--- config.mk ---
export PLATFORM = sky130hd
export DESIGN_NAME = uart_rx_fifo_flat
export DESIGN_NICKNAME = d
export VERILOG_FILES = /design/src/rtl/uart_rx_fifo_if.sv /design/src/rtl/uart_rx_fifo.sv /design/src/flat_wrapper.sv
export SDC_FILE = /design/constraint.sdc
export NUM_CORES = 1
export LEC_CHECK = 0
export CORE_ASPECT_RATIO = 1.75
export CORE_MARGIN = 2
export CORE_UTILIZATION = 35
export DETAILED_ROUTE_END_ITERATION = 10
export PLACE_DENSITY = 0.55
export SYNTH_ARGS = -nofsm -noshare
export SYNTH_HDL_FRONTEND = slang
export SYNTH_SLANG_ARGS = --single-unit
--- constraint.sdc ---
create_clock -name clk -period 4.2 [get_ports clk]
set_input_delay 0.84 -clock clk [delete_from_list [all_inputs] [get_ports clk]]
set_output_delay 0.84 -clock clk [all_outputs]
set_load 0.03 [all_outputs]
--- src/rtl/uart_rx_fifo_if.sv ---
// Receiver-to-register-block connection for the UART receive FIFO.
// The master side drives the push/pop/flag controls and the slave (FIFO) side returns status.
interface uart_rx_fifo_if #(
    parameter int unsigned DEPTH = 16,
    parameter int unsigned WIDTH = 8
);
    localparam int unsigned LW = $clog2(DEPTH) + 1;

    logic             i_wr_valid;
    logic [WIDTH-1:0] i_wr_data;
    logic             i_frame_err;
    logic             i_rd_pop;
    logic             i_clr_err;
    logic [WIDTH-1:0] o_rd_data;
    logic             o_rd_valid;
    logic [LW-1:0]    o_level;
    logic             o_full;
    logic             o_overflow;
    logic             o_frame_err;
    logic             o_irq;

    modport master (
        output i_wr_valid, i_wr_data, i_frame_err, i_rd_pop, i_clr_err,
        input  o_rd_data, o_rd_valid, o_level, o_full, o_overflow, o_frame_err, o_irq
    );

    modport slave (
        input  i_wr_valid, i_wr_data, i_frame_err, i_rd_pop, i_clr_err,
        output o_rd_data, o_rd_valid, o_level, o_full, o_overflow, o_frame_err, o_irq
    );
endinterface

--- src/rtl/uart_rx_fifo.sv ---
// Show-ahead receive FIFO with level, sticky overflow/framing flags and interrupt request.
// Define UART_RX_FIFO_IRQ_EN to build the threshold/idle-timeout interrupt; otherwise o_irq is 0.
module uart_rx_fifo #(
    parameter int unsigned DEPTH          = 16,
    parameter int unsigned WIDTH          = 8,
    parameter int unsigned IRQ_THRESH     = 8,
    parameter int unsigned TIMEOUT_CYCLES = 20832
) (
    input logic            clk,
    input logic            reset,
    uart_rx_fifo_if.slave  bus
);
    localparam int unsigned PW = $clog2(DEPTH);
    localparam int unsigned LW = PW + 1;

    if (DEPTH < 2 || (DEPTH & (DEPTH - 1)) != 0 || IRQ_THRESH < 1 || IRQ_THRESH > DEPTH ||
        TIMEOUT_CYCLES < 1) begin : g_bad_params
        $error("uart_rx_fifo: illegal parameter set");
    end

    logic [WIDTH-1:0] mem [DEPTH];
    logic [PW-1:0]    wr_ptr, rd_ptr;
    logic [LW-1:0]    level, level_next;
    logic             overflow, overflow_next;
    logic             frame_err, frame_err_next;
    logic             empty, full, push_ok, pop_ok;

    assign empty = (level == '0);
    assign full  = (level == LW'(DEPTH));

    // A pop frees the slot in the same cycle, so a push into a full FIFO with a pop is accepted.
    always_comb begin
        pop_ok         = bus.i_rd_pop && !empty;
        push_ok        = bus.i_wr_valid && (!full || bus.i_rd_pop);
        level_next     = level;
        overflow_next  = overflow;
        frame_err_next = frame_err;
        if (push_ok && !pop_ok)
            level_next = level + 1'b1;
        else if (pop_ok && !push_ok)
            level_next = level - 1'b1;
        if (bus.i_wr_valid && full && !bus.i_rd_pop)
            overflow_next = 1'b1;
        else if (bus.i_clr_err)
            overflow_next = 1'b0;
        if (bus.i_frame_err)
            frame_err_next = 1'b1;
        else if (bus.i_clr_err)
            frame_err_next = 1'b0;
    end

    always_ff @(posedge clk or posedge reset) begin
        if (reset) begin
            wr_ptr    <= '0;
            rd_ptr    <= '0;
            level     <= '0;
            overflow  <= 1'b0;
            frame_err <= 1'b0;
        end else begin
            if (push_ok) wr_ptr <= wr_ptr + 1'b1;
            if (pop_ok)  rd_ptr <= rd_ptr + 1'b1;
            level     <= level_next;
            overflow  <= overflow_next;
            frame_err <= frame_err_next;
        end
    end

    always_ff @(posedge clk) begin
        if (push_ok) mem[wr_ptr] <= bus.i_wr_data;
    end

    assign bus.o_rd_data   = empty ? '0 : mem[rd_ptr];
    assign bus.o_rd_valid  = !empty;
    assign bus.o_level     = level;
    assign bus.o_full      = full;
    assign bus.o_overflow  = overflow;
    assign bus.o_frame_err = frame_err;

`ifdef UART_RX_FIFO_IRQ_EN
    localparam int unsigned IW = $clog2(TIMEOUT_CYCLES + 1);

    logic [IW-1:0] idle, idle_next;
    logic          irq;

    always_comb begin
        idle_next = idle;
        if (bus.i_wr_valid || level_next == '0)
            idle_next = '0;
        else if (idle != IW'(TIMEOUT_CYCLES))
            idle_next = idle + 1'b1;
    end

    // Built from next-state terms so o_irq lines up with o_level and the flags.
    always_ff @(posedge clk or posedge reset) begin
        if (reset) begin
            idle <= '0;
            irq  <= 1'b0;
        end else begin
            idle <= idle_next;
            irq  <= (level_next >= LW'(IRQ_THRESH)) | overflow_next | frame_err_next |
                    (idle_next == IW'(TIMEOUT_CYCLES));
        end
    end

    assign bus.o_irq = irq;
`else
    assign bus.o_irq = 1'b0;
`endif
endmodule
--- src/flat_wrapper.sv ---
// flat-port wrapper written by rule: the top's interface ports become plain ports
module uart_rx_fifo_flat 
#(
    parameter int unsigned DEPTH          = 16,
    parameter int unsigned WIDTH          = 8,
    parameter int unsigned IRQ_THRESH     = 8,
    parameter int unsigned TIMEOUT_CYCLES = 20832
)
  (clk, reset, bus_i_wr_valid, bus_i_wr_data, bus_i_frame_err, bus_i_rd_pop, bus_i_clr_err, bus_o_rd_data, bus_o_rd_valid, bus_o_level, bus_o_full, bus_o_overflow, bus_o_frame_err, bus_o_irq);
  uart_rx_fifo_if #(.DEPTH(DEPTH), .WIDTH(WIDTH)) bus_i ();
  input logic clk;
  input logic reset;
  input wire logic [$bits(bus_i.i_wr_valid)-1:0] bus_i_wr_valid;
  input wire logic [$bits(bus_i.i_wr_data)-1:0] bus_i_wr_data;
  input wire logic [$bits(bus_i.i_frame_err)-1:0] bus_i_frame_err;
  input wire logic [$bits(bus_i.i_rd_pop)-1:0] bus_i_rd_pop;
  input wire logic [$bits(bus_i.i_clr_err)-1:0] bus_i_clr_err;
  output wire logic [$bits(bus_i.o_rd_data)-1:0] bus_o_rd_data;
  output wire logic [$bits(bus_i.o_rd_valid)-1:0] bus_o_rd_valid;
  output wire logic [$bits(bus_i.o_level)-1:0] bus_o_level;
  output wire logic [$bits(bus_i.o_full)-1:0] bus_o_full;
  output wire logic [$bits(bus_i.o_overflow)-1:0] bus_o_overflow;
  output wire logic [$bits(bus_i.o_frame_err)-1:0] bus_o_frame_err;
  output wire logic [$bits(bus_i.o_irq)-1:0] bus_o_irq;
  assign bus_i.i_wr_valid = bus_i_wr_valid;
  assign bus_i.i_wr_data = bus_i_wr_data;
  assign bus_i.i_frame_err = bus_i_frame_err;
  assign bus_i.i_rd_pop = bus_i_rd_pop;
  assign bus_i.i_clr_err = bus_i_clr_err;
  assign bus_o_rd_data = bus_i.o_rd_data;
  assign bus_o_rd_valid = bus_i.o_rd_valid;
  assign bus_o_level = bus_i.o_level;
  assign bus_o_full = bus_i.o_full;
  assign bus_o_overflow = bus_i.o_overflow;
  assign bus_o_frame_err = bus_i.o_frame_err;
  assign bus_o_irq = bus_i.o_irq;
  uart_rx_fifo #(.DEPTH(DEPTH), .WIDTH(WIDTH), .IRQ_THRESH(IRQ_THRESH), .TIMEOUT_CYCLES(TIMEOUT_CYCLES)) u_core (.clk(clk), .reset(reset), .bus(bus_i));
endmodule
Yosys cells after proc, flatten, opt, wreduce, memory -nomap -nowiden
Memories as Yosys holds them, arrays and structs flattened.
Cells that the tools add are included.
- memory bits (writable): 128
- flip-flop bits (word level): 15
- logic and storage cells: 35
- memories kept: 1
- memory list (name ; words ; bits a word ; read ports ; clocked after Yosys merged registers in ; wr ports ; RTL line ; source):
    u_core.mem ; 16 ; 8 ; 1 ; 0 ; 1 ; uart_rx_fifo.sv:21 ; logic [WIDTH-1:0] mem [DEPTH];
- reductions and logical operators: 16
- eq/ne operators: 1
- multiplexer cells: 8
- $add $sub $neg: 4
- operators by type and width (cell ; number):
    5-bit two-way mux ; 2
    4-bit by 1-bit adder with 4-bit output, second input constant ; 2
    8-bit two-way mux ; 1
    1-bit logical AND ; 6
    2-bit nonzero test ; 3
    5-bit by 1-bit adder with 5-bit output, second input constant ; 1
    5-bit equality test, second input constant ; 1
    1-bit logical NOT ; 5
    5-bit logical NOT ; 1
    1-bit two-way mux ; 5
    5-bit by 1-bit subtractor with 5-bit output, second input constant ; 1
    1-bit logical OR ; 1

Longest topological paths before layout
Gate-level depths: netlist of run 1.
- word-level depth: 8
- mapped depth: 10

Worst setup path before layout of run 1
Ideal clock, no wire load.
- kind: flip-flop to flip-flop
- start: register u_core.level[0], in the netlist u_core.bus.o_level[0]
- end: register u_core.level[4], in the netlist u_core.bus.o_level[4]
- arrival time: 3.132 ns
- cell stages (with the launch flop): 11
- data required time: 4.074 ns
- slack: 0.942 ns
- cell sequence: dfrtp_1 > or4_4 > o31ai_4 > inv_4 > ha_1 > inv_1 > ha_1 > a21o_1 > a2111oi_0 > a41oi_1 > a221o_1
- word-level cells in the longest chain between the ends: 7
- elaborated cells between the ends (all ways): 16
- ends and longest elaborated chain (element ; RTL line ; source):
    from (decl) ; uart_rx_fifo.sv:23 ; logic [LW-1:0] level, level_next;
    from (signal assigned) ; uart_rx_fifo.sv:62 ; level <= level_next;
    5-bit equality test (*) ; uart_rx_fifo.sv:29 ; assign full = (level == LW'(DEPTH));
    1-bit logical NOT (*) ; uart_rx_fifo.sv:34 ; push_ok = bus.i_wr_valid && (!full || bus.i_rd_pop);
    1-bit logical OR (*) ; uart_rx_fifo.sv:34 ;
    1-bit logical AND (*) ; uart_rx_fifo.sv:34 ;
    named net u_core.push_ok ; uart_rx_fifo.sv:26 ; logic empty, full, push_ok, pop_ok;
    1-bit logical NOT ; uart_rx_fifo.sv:40 ; else if (pop_ok && !push_ok)
    1-bit logical AND ; uart_rx_fifo.sv:40 ;
    2-bit nonzero test (no source line) ; - ;
The timed path passes the listed nets; every way through them passes the cells marked *. The select of a mux whose other input is x is not followed.
A chain may end at the register's enable or synchronous reset.

Worst setup path after layout of run 1
- start: register u_core.rd_ptr[0]
- end: output port bus_o_rd_data[2]
- word-level cells in the longest chain between the ends: 2
- ends and longest elaborated chain (element ; RTL line ; source):
    from (decl) ; uart_rx_fifo.sv:22 ; logic [PW-1:0] wr_ptr, rd_ptr;
    from (signal assigned) ; uart_rx_fifo.sv:61 ; if (pop_ok) rd_ptr <= rd_ptr + 1'b1;
    memory read 16 x 8 bit ; - ;
    8-bit two-way mux ; uart_rx_fifo.sv:72 ; assign bus.o_rd_data = empty ? '0 : mem[rd_ptr];
    to (decl) ; flat_wrapper.sv:18 ; output wire logic [$bits(bus_i.o_rd_data)-1:0] bus_o_rd_data;
No other way between the ends.

==> flow_summary.toml, run 1 <==
[run_status]
status = "complete, no violations"

[power]
power_density_nw_per_um2 = 752
power_w = 0.00534
power.internal_w = 0.00368
max-vdd-ir-drop_mv = 0.392
comb_power_share_pct = 32.5
switchingPower_w = 0.00166
p_clk_share_pct = 31.7
switching_share_pct = 31.0
leakage_nw = 2.38
seqPwrFrac_pct = 35.8

[floorplanning]
die_h_um = 176
io_pins = 32
core_um2 = 16400
die-area_um2 = 17900
core.rowCount = 62
die_w_um = 102
start_util_pct = 35.8

[timing]
finClkSkew_ns = 0.00847
tns_ns = 0
worst_hold_slack_ns = 0.499
min_period_over_period_pct = 89.8
rsz0062_at_grt = "no"
drv_slew = 0
slew_headroom_pct = 36.3
finalHoldViolCount = 0
min_period_ns = 3.77
worstMarginPinSlew_ns = 0.951
setup_violations = 0
max_freq_ghz = 0.265

[grt]
grt_overflow = 0
grt_max_degree = 26
grt_use_total_pct = 14.6
grt_pass1_wl_um = 18500
grt_pass1_vias = 3113
antenna_found_initial = 0

[yosys]
synth_top_family_by_area = "multiplexers"
synth.net_count = 330
netlist_area_um2 = 5890
synth_cell_types = 41
yosysSeqAreaShare_pct = 71.7
synth_cells = 306
yosys_warnings = 0
synth_xor_xnor_area_share_pct = 1.34
ys_seq_elements = 143
synth-compound-area-share_pct = 3.38
synthAdderAreaFrac_pct = 2.25
syn_area_per_cell_um2 = 19.2
yosys.area_share.simple_pct = 3.53
muxShareOfSynthArea_pct = 15.5

[layout]
diodes = 0
seqCellArea_um2 = 4220
layout-drive-gt1-share_pct = 24.7
fin_nets = 367
syn_to_final_growth_pct = 20.6
nFillCells = 1487
multi_input_area_um2 = 1540
final_util_pct = 43.2

[routing]
via_per_inst = 5.00
drt-initial-drc-count = 154
drc = 0
wl_per_cell_um = 20.7
first_pass_iters = 6
drt-total-wl_um = 12000
dr_total_vias = 2899
ant_nets = 0

[place]
portBuffers = 30
dp_hpwl_um = 8070
place_congestion = 0.763

[clocking]
ctsHoldBuffers = 0
clock_latency_ns = 0.41
cts-root-buf = "clkbuf_16"
cts_buffers = 17
path_clk_slew_ns = 0.06
htree_num_levels = 4
cts.sinks = 143
cts_tree = "built"
post_cts_buffers = 0
cts_resized = 0
cts_buffer_depth = 2

[worst_setup_path]
cpPeakStageDelay_ns = 0.65
cp.buffers_inverters = 2
path_cells = "buf_12 > mux4_2 > mux2_2 > o21ai_0 > a21oi_1 > clkdlybuf4s50_1"
critical_path_class = "flop to primary output"
crit_path_max_fanout = 11
start_kind = "flop"
arrival_ns = 2.93
end_kind = "primary output"
cp_slowest_cell = "clkdlybuf4s50_1"
path_delay_family = "buffers and inverters"
required_ns = 3.36

[hold_path]
hp-class = "flop to flop"

[run]
maxCapViolations = 0
==> cell families (layout without fill, tap and decap cells) <==
family / Yosys count / after routing
flops: 143 / 143
mux: 50 / 50
simple gates: 36 / 36
compound gates: 31 / 31
buf+inv: 26 / 76
fa+ha+maj: 10 / 10
xor+xnor: 9 / 9
other cells: 1 / 1
==> power by group through the flow <==
stage          Combinational [W]  Sequential [W]  Clock (W)
2_1_floorplan            0.00124         0.00189          0
3_3_place_gp             0.00176         0.00193          0
3_5_place_dp             0.00177         0.00194          0
4_1_cts                  0.00178         0.00192    0.00172
5_1_grt                  0.00188         0.00194    0.00177
6_report                 0.00174         0.00191    0.00169
==> path summary, 6_finish.rpt <==
kind                                  startpoint                endpoint  slack, ns  cells past startpoint
setup reg to reg           u_core.bus.o_level[0]   u_core.bus.o_level[4]       0.77                     10
max in group asynchronous                  reset        u_core.rd_ptr[0]       2.98                      2
setup / recovery                u_core.rd_ptr[0]        bus_o_rd_data[2]       0.43                      6
hold / removal             u_core.bus.o_overflow   u_core.bus.o_overflow       0.50                      1
hold reg to reg            u_core.bus.o_overflow   u_core.bus.o_overflow       0.50                      1
min in group asynchronous                  reset  u_core.bus.o_frame_err       0.79                      2
==> flip-flops by register name, summed over array words and instances (netlist names) <==
register and cells:
u_core.mem 128, u_core.bus.o_level 5, u_core.rd_ptr 4, u_core.wr_ptr 4
u_core.bus.o_frame_err 1, u_core.bus.o_overflow 1
==> through the flow <==
step,cells,area [um2],worst slack [ns]
2_1_floorplan,306,5890,0.942
3_3_place_gp,548,6430,0.537
3_5_place_dp,548,6430,0.390
4_1_cts,580,7100,0.372
5_1_grt,580,7100,0.306
6_report,580,7100,0.428
==> final cells by class <==
cell class              count  share of cell area [%]
flip-flops and latches    143                    59.4
clock inverters            13                    3.31
repair buffers             34                    5.01
multi-input cells         137                    21.6
well taps                 224                    3.95
inverters                  10                   0.564
clock buffers              19                    6.10
==> cell usage after synthesis <==
master     count  area [um2]
buf_1          1        3.75
xnor2_1        7        61.3
nand4_2        1        12.5
a21oi_1       11        55.1
inv_1          9        33.8
o21ai_1        3        15.0
and3_1         2        12.5
nor2_1         6        22.5
conb_1         1        3.75
edfxtp_1     128        3840
nor3b_1        1        7.51
a31oi_1        1        6.26
a2111oi_0      1        8.76
mux2i_1        8        80.1
fa_1           1        20.0
o31ai_4        1        21.3
buf_2          4        20.0
buf_4          3        22.5
and2_1         4        25.0
buf_6          2        22.5
nand3_1        4        20.0
and3_2         2        15.0
dfrtp_1       15         375
nand4_1        1        6.26
clkbuf_1       6        22.5
a221o_1        1        10.0
mux2_2        10         113
a41oi_1        1        8.76
or4_4          1        11.3
mux4_2        32         721
o21ai_0        8        40.0
nor4_1         2        12.5
and2_2         4        30.0
nor3_1         2        10.0
ha_1           9         113
nand2_1        6        22.5
inv_4          1        6.26
a32o_1         1        10.0
a21o_1         2        15.0
a21o_2         1        8.76
xor2_1         2        17.5
==> placed cells by master (no fill, tap or decap), drive strengths merged, types with 3 or more instances in the layout <==
| cell | count |
|---|---|
| nand3 | 4 |
| a21oi | 11 |
| o21ai | 11 |
| mux4 | 32 |
| ha | 9 |
| and3 | 4 |
| clkinv | 3 |
| nor2 | 6 |
| buf | 4 |
| and2 | 8 |
| mux2 | 10 |
| clkbuf | 19 |
| dfrtp | 15 |
| clkdlybuf4s50 | 30 |
| edfxtp | 128 |
| xnor2 | 7 |
| bufinv | 6 |
| nand2 | 6 |
| inv | 12 |
| mux2i | 8 |
| a21o | 3 |
==> metal layers <==
metal / up-vias / track usage [%] / part of all wire (%)
met5: - / 0 / 0
met4: 0 / 5.67 / 1.6
met3: 16 / 2.71 / 2.1
met2: 54 / 27.0 / 58
met1: 1524 / 16.2 / 38
li1: 1305 / - / -
No activity file was read; power rests on OpenSTA's default activity.
==> run 2: changes to the inputs <==
- CELL_PAD_IN_SITES_DETAIL_PLACEMENT: default -> 1
- CELL_PAD_IN_SITES_GLOBAL_PLACEMENT: default -> 1
- PLACE_DENSITY: 0.55 -> 0.61
==> run 2 against run 1 <==
  * Cell area fell by 1.8%
  * Largest cell class unchanged
  * Routed wire length rose by 4.2%
  * Non-clock buffer count fell by 1
  * Critical path type unchanged
  * Combinational power barely moved
  * Final cell count fell by 0.17%
  * Utilization fell by 0.78 points
==> flow_summary.toml, run 2 (synthesis gave the netlist of run 1 again) <==
[clocking]
path_clk_slew_ns = 0.06
cts_resized = 0
clock_latency_ns = 0.42
cts_tree = "built"
post_cts_buffers = 0
cts_buffers = 17
cts.sinks = 143
cts_buffer_depth = 2
ctsHoldBuffers = 0
cts-root-buf = "clkbuf_16"
htree_num_levels = 4

[worst_setup_path]
cp-startpoint = "u_core.rd_ptr[0]"
crit_path_max_fanout = 32
reg2reg_slack_ns = 0.78
reg2regPathDepth = 10
arrival_ns = 2.94
required_ns = 3.36
start_kind = "flop"
end_kind = "primary output"
timing.rr.start = "u_core.bus.o_level[0]"
critical_path_class = "flop to primary output"
r2r_end = "u_core.bus.o_level[4]"

[floorplanning]
die-area_um2 = 17900
die_w_um = 102
core.rowCount = 62
core_um2 = 16400
io_pins = 32
die_h_um = 176
start_util_pct = 35.8

[grt]
grt_pass1_wl_um = 19700
grt_pass1_vias = 3342
grt_overflow = 0
antenna_found_initial = 0
grt_max_degree = 33
grt_use_total_pct = 15.4

[layout]
final_cell_mix = "128 x edfxtp_1, 32 x mux4_2, 30 x clkdlybuf4s50_1"
diodes = 0
layout-drive-gt1-share_pct = 24.8
largest_reg_flops = 128
final_util_pct = 42.4
fin_nets = 366
final_common_cell = "edfxtp_1"
max_flop_register = "u_core.mem"
syn_to_final_growth_pct = 18.5

[routing]
drt-initial-drc-count = 167
dr_total_vias = 2890
via_per_inst = 4.99
drt-total-wl_um = 12500
ant_nets = 0
first_pass_iters = 4
wl_per_cell_um = 21.7
drc = 0

[power]
leakage_nw = 2.32
power_w = 0.00506
power_density_nw_per_um2 = 726
max-vdd-ir-drop_mv = 0.456

[hold_path]
hp-start = "u_core.bus.o_frame_err"
hp-class = "flop to flop"
whs_path_depth = 1
min_to = "u_core.bus.o_frame_err"

[place]
dp_hpwl_um = 8350
place_ws_ns = 0.356
portBuffers = 30
place_congestion = 0.708

[timing]
setup_slack_ns = 0.422
min_period_over_period_pct = 89.9
slew_headroom_pct = 36.0
drv_slew = 0
setup_violations = 0
min_period_ns = 3.78
rsz0062_at_grt = "no"
worstMarginPinSlew_ns = 0.957
finClkSkew_ns = 0.0113
tns_ns = 0
max_freq_ghz = 0.265
finalHoldViolCount = 0

[run_status]
status = "complete, no violations"

[run]
maxCapViolations = 0
[run 2: cell types whose count changed in the layout (fill, tap and decap cells not counted)]
cell | previous run | this run
clkinv_2 | 1 | 2
bufinv_16 | 6 | 1
inv_6 | 2 | 6
clkbuf_1 | 2 | 1
clkinvlp_4 | 2 | 4
clkinv_4 | 2 | 1
buf_12 | 2 | 1
[run 2: worst max-delay path by stage]
stage	slack, ns	depth (start not counted)	to
6_report	0.42	6	bus_o_rd_data[1]
5_1_grt	0.27	6	bus_o_rd_data[1]
4_1_cts	0.36	6	bus_o_rd_data[1]
3_5_place_dp	0.36	11	u_core.bus.o_level[4]
3_3_place_gp	0.49	11	u_core.bus.o_level[4]
2_1_floorplan	0.94	10	u_core.bus.o_level[4]
[run 2: per-layer routing]
| layer | GRT usage (%) | routed length (um) |
|---|---|---|
| met2 | 27.7 | 7100 |
| met4 | 7.61 | 345 |
| met5 | 0 | 0 |
| met3 | 2.63 | 275 |
| met1 | 17.3 | 4820 |
[run 2: where the power goes]
group          switching [W]  internal [W]
Clock               0.000609      0.000823
Combinational       0.000940      0.000800
Sequential          0.000147       0.00175
Total                0.00170       0.00337
[run 2: final cells by class]
cell class                 instances  area (um2)
timing repair buffer              33         335
clock buffer                      18         429
fill                            1659        9470
tap                              224         280
clock inverter                    14         131
inverter                          10        40.0
multi-input combinational        137        1540
sequential                       143        4220
[run 2: metrics by stage]
| stage | hold WS [ns] | instances | cell area [um2] |
|---|---|---|---|
| after floorplan | 0.567 | 306 | 5890 |
| after global placement | 0.466 | 547 | 6410 |
| after detailed placement | 0.478 | 547 | 6410 |
| after CTS | 0.489 | 579 | 6970 |
| after global routing | 0.510 | 579 | 6970 |
| final | 0.484 | 579 | 6970 |
[run 2: worst max-delay path, cell delays in order, from the launching register on]
cell	delay [ns]
dfrtp_2	0.42
buf_12	0.27
mux4_2	0.55
mux2_2	0.30
o21ai_0	0.23
a21oi_1	0.09
clkdlybuf4s50_1	0.64
==> run 3: changes to the inputs <==
- CTS_CLUSTER_DIAMETER: default -> 120
- PLACE_DENSITY: 0.61 -> default
- PLACE_DENSITY_LB_ADDON: default -> 0.12
==> run 3 against run 2 <==
  * Die area is the same
  * Clock skew shrank 0.0040 ns
  * Count of clock-buffer cells in the layout shrank 1
  * Register-to-register slack is essentially flat
  * Combinational power is essentially flat
  * Critical path type unchanged
  * Largest cell class unchanged
==> flow_summary.toml, run 3 (synthesis gave the netlist of run 1 again) <==
[floorplanning]
core.rowCount = 62
die-area_um2 = 17900
die_h_um = 176
core_um2 = 16400
io_pins = 32
die_w_um = 102
start_util_pct = 35.8

[timing]
setup_violations = 0
tns_ns = 0
rsz0062_at_grt = "no"
finClkSkew_ns = 0.00733
setup_slack_ns = 0.524
max_freq_ghz = 0.272
min_period_ns = 3.68
slew_headroom_pct = 31.3
worstMarginPinSlew_ns = 1.03
worst_hold_slack_ns = 0.485
finalHoldViolCount = 0
drv_slew = 0
min_period_over_period_pct = 87.5

[layout]
max_flop_register = "u_core.mem"
final_util_pct = 42.7
syn_to_final_growth_pct = 19.3
seqCellArea_um2 = 4220
final_cell_mix = "128 x edfxtp_1, 32 x mux4_2, 30 x clkdlybuf4s50_1"
fin_nets = 369
diodes = 0
multi_input_area_um2 = 1540
final_common_cell = "edfxtp_1"
layout-drive-gt1-share_pct = 25.1
largest_reg_flops = 128
nFillCells = 1601

[clocking]
clock_latency_ns = 0.40
path_clk_slew_ns = 0.06
cts-root-buf = "clkbuf_16"
cts_resized = 0
cts_buffer_depth = 2
htree_num_levels = 4
cts.sinks = 143
cts_tree = "built"
cts_buffers = 17
post_cts_buffers = 0
ctsHoldBuffers = 0

[worst_setup_path]
critical_path_class = "flop to primary output"
crit_path_max_fanout = 35
arrival_ns = 2.84
start_kind = "flop"
required_ns = 3.36
end_kind = "primary output"

[routing]
ant_nets = 0
drc = 0
dr_total_vias = 2880
drt-initial-drc-count = 123
wl_per_cell_um = 22.1
via_per_inst = 4.95
first_pass_iters = 4
drt-total-wl_um = 12900

[grt]
grt_pass1_wl_um = 19700
grt_use_total_pct = 15.7
grt_overflow = 0
grt_pass1_vias = 3195
antenna_found_initial = 0
grt_max_degree = 36

[place]
place_ws_ns = 0.468
portBuffers = 30
dp_hpwl_um = 8640
place_congestion = 0.720

[power]
power_density_nw_per_um2 = 733
leakage_nw = 2.35
max-vdd-ir-drop_mv = 0.303

[hold_path]
hp-class = "flop to flop"

[run]
maxCapViolations = 0

[run_status]
status = "complete, no violations"
## run 3: layout make-up
class / count / area share, %
clock buffers: 17 / 6.06
clock inverters: 15 / 2.28
inverters: 10 / 0.570
multi-input cells: 137 / 21.9
flip-flops and latches: 143 / 60.1
well taps: 224 / 3.99
repair buffers: 36 / 5.10
## run 3: path summary, 6_finish.rpt
path | from | endpoint | slack (ns) | cells after the start
setup / recovery | u_core.rd_ptr[0] | bus_o_rd_data[5] | 0.52 | 6
hold / removal | u_core.bus.o_frame_err | u_core.bus.o_frame_err | 0.48 | 1
setup reg to reg | u_core.bus.o_level[0] | u_core.bus.o_level[4] | 0.79 | 10
hold reg to reg | u_core.bus.o_frame_err | u_core.bus.o_frame_err | 0.48 | 1
max in group asynchronous | reset | u_core.rd_ptr[0] | 2.86 | 2
min in group asynchronous | reset | u_core.bus.o_frame_err | 0.86 | 2
## run 3: per-stage QoR
stage	power, W	instance area (um2)	cells
after detailed placement	0.00374	6430	550
after CTS	0.00524	7020	582
after floorplan	0.00313	5890	306
after global routing	0.00541	7020	582
final	0.00514	7020	582
after global placement	0.00373	6430	550
## run 3: worst max-delay path: stages (launching register included)
cell and delay [ns]:
dfrtp_2 0.38, buf_12 0.28, mux4_2 0.57, mux2_2 0.29, o21ai_0 0.17, a21oi_1 0.08
clkdlybuf4s50_1 0.64
## run 3: power by group
| group | total, W | switching, W | internal, W |
|---|---|---|---|
| combinational | 0.00175 | 0.000939 | 0.000814 |
| clock | 0.00148 | 0.000598 | 0.000882 |
| sequential | 0.00191 | 0.000163 | 0.00175 |
## run 3: metal layers
| metal | global-route usage, % | up-vias | wire, um |
|---|---|---|---|
| li1 | - | 1305 | - |
| met1 | 17.9 | 1502 | 4900 |
| met2 | 27.8 | 48 | 7280 |
| met3 | 2.75 | 25 | 228 |
| met4 | 7.78 | 0 | 459 |
| met5 | 0 | - | 0 |
